### src/rtl/vga_code_scheduler_pkg.sv
// Purpose: shared widths, VGA timing constants and control-state type for the code scheduler.
// Latency: n/a (declarations only).
// Backpressure: n/a.
package vga_code_scheduler_pkg;

  // Colour code layout: {left[11:0], right[11:0]}, each 4/4/4 RGB.
  localparam int CODE_W  = 24;
  localparam int COLOR_W = 12;

  // 800x600 timing shared with the VGA generator: visible/front/sync/back.
  localparam int H_VISIBLE = 800;
  localparam int H_FRONT   = 56;
  localparam int H_SYNC    = 120;
  localparam int H_BACK    = 64;
  localparam int V_VISIBLE = 600;
  localparam int V_FRONT   = 37;
  localparam int V_SYNC    = 6;
  localparam int V_BACK    = 23;

  localparam int H_TOTAL    = H_VISIBLE + H_FRONT + H_SYNC + H_BACK;
  localparam int V_TOTAL    = V_VISIBLE + V_FRONT + V_SYNC + V_BACK;
  localparam int FRAME_CLKS = H_TOTAL * V_TOTAL;

  // IDLE: nothing queued. PENDING: entries waiting for an eligible frame tick.
  typedef enum logic {
    ST_IDLE    = 1'b0,
    ST_PENDING = 1'b1
  } sched_state_t;

  // Build a full code from its left and right half colours.
  function automatic logic [CODE_W-1:0] pack_code(input logic [COLOR_W-1:0] left,
                                                  input logic [COLOR_W-1:0] right);
    return {left, right};
  endfunction

endpackage

### src/rtl/vga_code_scheduler_sync_fifo.sv
// Purpose: generic synchronous FIFO with occupancy count; head is the oldest entry.
// Latency: a push is visible at head/level on the next cycle; first-word fall-through head.
// Backpressure: ready is low when full, from registered count only (a same-cycle pop does not free a slot).
module sync_fifo #(
  parameter int WIDTH = 24,
  parameter int DEPTH = 4
) (
  input  logic                     clk,
  input  logic                     rst_n,
  input  logic                     push,
  input  logic [WIDTH-1:0]         push_data,
  input  logic                     pop,
  output logic [WIDTH-1:0]         head,
  output logic [$clog2(DEPTH):0]   level,
  output logic                     ready
);

  localparam int AW = $clog2(DEPTH);

  logic [WIDTH-1:0] mem [DEPTH];
  logic [AW-1:0]    wr_ptr;
  logic [AW-1:0]    rd_ptr;
  logic [AW:0]      count;
  logic             do_push;
  logic             do_pop;

  assign ready   = (count != (AW+1)'(DEPTH));
  assign do_push = push && ready;
  assign do_pop  = pop && (count != '0);
  assign head    = mem[rd_ptr];
  assign level   = count;

  // Pointers wrap naturally because DEPTH is a power of two; count tracks net push/pop.
  always_ff @(posedge clk) begin
    if (!rst_n) begin
      wr_ptr <= '0;
      rd_ptr <= '0;
      count  <= '0;
    end else begin
      if (do_push) wr_ptr <= wr_ptr + AW'(1);
      if (do_pop)  rd_ptr <= rd_ptr + AW'(1);
      case ({do_push, do_pop})
        2'b10:   count <= count + (AW+1)'(1);
        2'b01:   count <= count - (AW+1)'(1);
        default: count <= count;
      endcase
    end
  end

  // Storage has no reset; writes are dropped while reset is asserted.
  always_ff @(posedge clk) begin
    if (rst_n && do_push) mem[wr_ptr] <= push_data;
  end

endmodule

### src/rtl/vga_code_scheduler.sv
// Purpose: queue colour codes and apply at most one per frame on the vsync rising edge.
// Latency: code updates one clk after an eligible vsync rise; entries wait >= HOLD_FRAMES frames apart.
// Backpressure: wr_ready follows FIFO fullness from registered level; no path from wr_valid.
module vga_code_scheduler
  import vga_code_scheduler_pkg::*;
#(
  parameter int              DEPTH       = 4,
  parameter int              HOLD_FRAMES = 1,
  parameter logic [CODE_W-1:0] RESET_CODE = 24'h000000
) (
  input  logic                   clk,
  input  logic                   rst_n,
  input  logic                   wr_valid,
  input  logic [CODE_W-1:0]      wr_data,
  output logic                   wr_ready,
  input  logic                   vsync,
  output logic [CODE_W-1:0]      code,
  output logic [$clog2(DEPTH):0] level,
  output logic                   updated
);

  localparam int LW = $clog2(DEPTH) + 1;
  localparam int HW = $clog2(HOLD_FRAMES) + 1;
  localparam logic [HW-1:0] HOLD_MAX = HW'(HOLD_FRAMES - 1);

  logic              vsync_d;
  logic              frame_tick;
  logic [HW-1:0]     hold_cnt;
  sched_state_t      state;
  logic              push;
  logic              pop;
  logic              fifo_ready;
  logic [CODE_W-1:0] head;
  logic [LW-1:0]     level_next;

  assign frame_tick = vsync & ~vsync_d;
  assign push       = wr_valid && fifo_ready;
  assign pop        = frame_tick && (state == ST_PENDING) && (hold_cnt == HOLD_MAX);
  assign wr_ready   = fifo_ready;
  assign level_next = level + LW'(push) - LW'(pop);

  sync_fifo #(
    .WIDTH (CODE_W),
    .DEPTH (DEPTH)
  ) u_fifo (
    .clk       (clk),
    .rst_n     (rst_n),
    .push      (push),
    .push_data (wr_data),
    .pop       (pop),
    .head      (head),
    .level     (level),
    .ready     (fifo_ready)
  );

  // Edge detect, hold counting, control state and the registered code output.
  // vsync_d resets high so a vsync already asserted at reset release is not a tick.
  always_ff @(posedge clk) begin
    if (!rst_n) begin
      vsync_d  <= 1'b1;
      hold_cnt <= '0;
      state    <= ST_IDLE;
      code     <= RESET_CODE;
      updated  <= 1'b0;
    end else begin
      vsync_d <= vsync;
      updated <= pop;
      if (pop) begin
        code     <= head;
        hold_cnt <= '0;
      end else if (frame_tick && hold_cnt != HOLD_MAX) begin
        hold_cnt <= hold_cnt + HW'(1);
      end
      state <= (level_next != '0) ? ST_PENDING : ST_IDLE;
    end
  end

endmodule

### config.mk
export PLATFORM = sky130hd
export DESIGN_NAME = vga_code_scheduler
export DESIGN_NICKNAME = d
export VERILOG_FILES = /design/src/rtl/vga_code_scheduler_pkg.sv /design/src/rtl/vga_code_scheduler_sync_fifo.sv /design/src/rtl/vga_code_scheduler.sv
export SDC_FILE = /design/constraint.sdc
export NUM_CORES = 1
export LEC_CHECK = 0
export ABC_AREA = 1
export BUFFER_PORTS_ARGS = -buffer_cell sky130_fd_sc_hd__buf_2
export CORE_MARGIN = 4
export CORE_UTILIZATION = 62
export DETAILED_ROUTE_END_ITERATION = 12
export GPL_ROUTABILITY_DRIVEN = 0
export PLACE_DENSITY = 0.84
export SLEW_MARGIN = 0
export SYNTH_ARGS = -nofsm -noshare
export SYNTH_HDL_FRONTEND = slang
export SYNTH_SLANG_ARGS = --single-unit
### constraint.sdc
create_clock -name clk -period 5.19 [get_ports clk]
set_input_delay 1.038 -clock clk [delete_from_list [all_inputs] [get_ports clk]]
set_output_delay 1.038 -clock clk [all_outputs]
set_load 0.005 [all_outputs]
==> run_results.csv <==
group,metric,value,unit
outcome,status,"completed",
global_routing,grt_pass1_wl,15900,um
setup_path,crit_path_start,"u_fifo.level[1]",
final_layout,final_common_cell,"nand2_1",
run,max_cap_viol_count,0,
pwr,p_leak,2.46,nW
sta,tns,0,ns
floorplan,initial_core_util,0.649,
placement,dpl-instance-area,0.00545,mm^2
drt,post_drt_wl_per_cell,16.2,um
worst_hold_path,min_path_type,"flip-flop to flip-flop",
drt,ant_nets,0,
final_layout,final_cell_count_no_fill,624,
synth,synth_top_area_frac,0.563,
global_routing,met2_usage,0.357,
synth,seq_area_frac_synth,0.700,
final_layout,multi_input_area,0.00125,mm^2
floorplan,io_pins,57,
global_routing,grt_start_max_net_pins,75,
clock_network,htreeDepth,4,
final_layout,area_growth,17.8,%
global_routing,met1_usage,0.259,
placement,dp_cells,592,
drt,drc,0,
global_routing,met3_usage,0.0630,
sta,report.final.setup_viol,0,
clock_network,numCtsBuffers,17,
clock_network,cts_setup_buffers,0,
setup_path,critical_path_class,"flip-flop to flip-flop",
sta,relSlewSlack,0.129,
final_layout,ff_latch_area,0.00359,mm^2
setup_path,crit_path_top_delay_cell,"nor2_2",
sta,max_freq,406,MHz
clock_network,cts_resized,0,
floorplan,die_area,0.00977,mm^2
setup_path,cp-end-kind,"flip-flop",
placement,hpwl,5660,um
global_routing,grt.total_usage,0.213,
synth,ys_seq_elements,131,
setup_path,cp_cell_sequence,"inv_1, nand3_1, nand2_1, inv_1, nand2_1, nor2_2",
synth,synth.avg_cell_area,11.3,um^2
synth,synth_warnings,0,
pwr,power_switching,0.000515,W
placement,io_buffer_count,56,
pwr,peakVddDrop,376,uV
clock_network,cts_sinks,131,
sta,timing.final.crit_share,0.475,
pwr,p_comb_frac,0.045,
synth,syn_area,0.00512,mm^2
clock_network,clk_pin_slew,0.06,ns
floorplan,die_h,98.9,um
setup_path,crit_fanout,24,
pwr,clkPwrFrac,0.475,
pwr,total_power,0.00244,W
sta,rsz0062_at_grt,"no",
sta,tightest_slew,1.31,ns
floorplan,die_w,98.9,um
clock_network,cts_tree,"done",
drt,wirelength,10100,um
pwr,internal_power,0.00192,W
floorplan,coreArea,0.00789,mm^2
clock_network,clk_latency,0.51,ns
setup_path,path_buf_inv,2,
global_routing,grt.overflow.total,0,
drt,detail_route.vias_per_cell,5.45,
synth,yosysUniqueCellTypes,23,
drt,vias,3403,
sta,holdWs,0.446,ns
sta,period_minus_slack,2.46,ns
pwr,switching_share,0.211,
floorplan,rows,32,
synth,syn_nets,488,
sta,finalMaxSlewViolations,0,
synth,yosysTopAreaCell,"edfxtp_1",
sta,clock_skew,0.00692,ns
clock_network,root_buffer,"clkbuf_8",
global_routing,antenna_found_initial,0,
worst_hold_path,min-delay-start,"code[14]",
clock_network,ctsHoldBuffers,0,
synth,synth_cells,451,
setup_path,crit_path_start_kind,"flip-flop",
setup_path,cpPeakStageDelay,1.03,ns
final_layout,final_cell_area,0.00603,mm^2
global_routing,top_usage_layer,"met2",
drt,dr.first_iter.drc_count,226,
setup_path,cp_data_arrival_time,2.58,ns
final_layout,final_cell_mix,"nand2_1, edfxtp_1, buf_2",
drt,first_pass_iters,5,
clock_network,clockBufferDepth,2,
final_layout,nFillCells,479,
setup_path,worstPathRequired,5.31,ns
setup_path,reg2reg_from,"u_fifo.level[1]",
synth,yosys-top-cells-area,"edfxtp_1, dfxtp_1, nand2_1",
final_layout,insertedDiodeCount,0,
final_layout,finalNetCount,546,
pwr,power_density,404,mW/mm^2
sta,hold_violations,0,
setup_path,cp_top_family,"simple AND/OR/NAND/NOR gates",
final_layout,drive_gt1_frac,0.201,
pwr,p_seq_frac,0.480,
global_routing,grt_pass1_vias,3193,
power by group through the flow:
| stage | Sequential [W] | Clock (W) | Combinational [W] |
|---|---|---|---|
| final | 0.00117 | 0.00116 | 0.000109 |
| after global routing | 0.00117 | 0.00123 | 0.000123 |
| after CTS | 0.00117 | 0.00117 | 0.000110 |
| after detailed placement | 0.00119 | 0 | 0.000108 |
| after global placement | 0.00119 | 0 | 0.000102 |
| after floorplan | 0.00119 | 0 | 0.0000664 |
worst paths after layout:
path                       to  slack [ns]  depth (start not counted)
max          u_fifo.mem[3][4]        2.73                          6
min                  code[14]        0.45                          2
max reg2reg  u_fifo.mem[3][4]        2.73                          6
min reg2reg          code[14]        0.45                          2
stage by stage:
stage / util / setup slack [ns]
2_1_floorplan: - / 2.43
6_report: 0.764 / 2.73
3_5_place_dp: 0.691 / 2.28
3_3_place_gp: 0.691 / 2.32
5_1_grt: 0.764 / 2.52
4_1_cts: 0.764 / 2.69
cells in the mapped netlist:
library cell  number
o211ai_1           1
buf_1              2
nand3_1           47
inv_1             43
dfxtp_1           35
buf_6              3
fa_1               2
a21oi_1           26
inv_6              1
nand2_1          117
or2_2              1
clkbuf_1           2
edfxtp_1          96
nand3_2            5
nor2_4             2
nor2_1            16
buf_2             13
nand3b_1           1
clkinv_1           1
ha_1               7
nor3_4             1
o21ai_0           28
inv_2              1
per-layer routing:
metal / vias up / share of wire
met4: 0 / 0.021
met2: 123 / 0.52
met5: - / 0
met1: 1618 / 0.40
li1: 1643 / -
met3: 19 / 0.058
layout make-up:
type	instances	area share
Sequential cell	131	0.595
Multi-Input combinational cell	254	0.208
Clock buffer	19	0.0699
Timing Repair Buffer	59	0.0502
Inverter	46	0.0295
Clock inverter	13	0.0266
Tap cell	102	0.0212
worst min-delay path, cell delays in order (launching register included):
cell and delay, ns:
dfxtp_1 0.30, nand2_1 0.06, nand2_1 0.04
state kept, by name, summed over array words and instances, names as in the netlist:
register       flops
code              24
hold_cnt           1
state              1
u_fifo.level       3
u_fifo.mem        96
u_fifo.rd_ptr      2
u_fifo.wr_ptr      2
updated            1
vsync_d            1
logic make-up after synthesis:
| group | share of synthesized area |
|---|---|
| AO/OA/AOI/OAI | 0.0543 |
| adder cells (fa/ha/maj) | 0.0249 |
| buffers and inverters | 0.0570 |
| flip-flops | 0.700 |
| AND/OR/NAND/NOR | 0.164 |
Power figures use the tool's default switching activity.
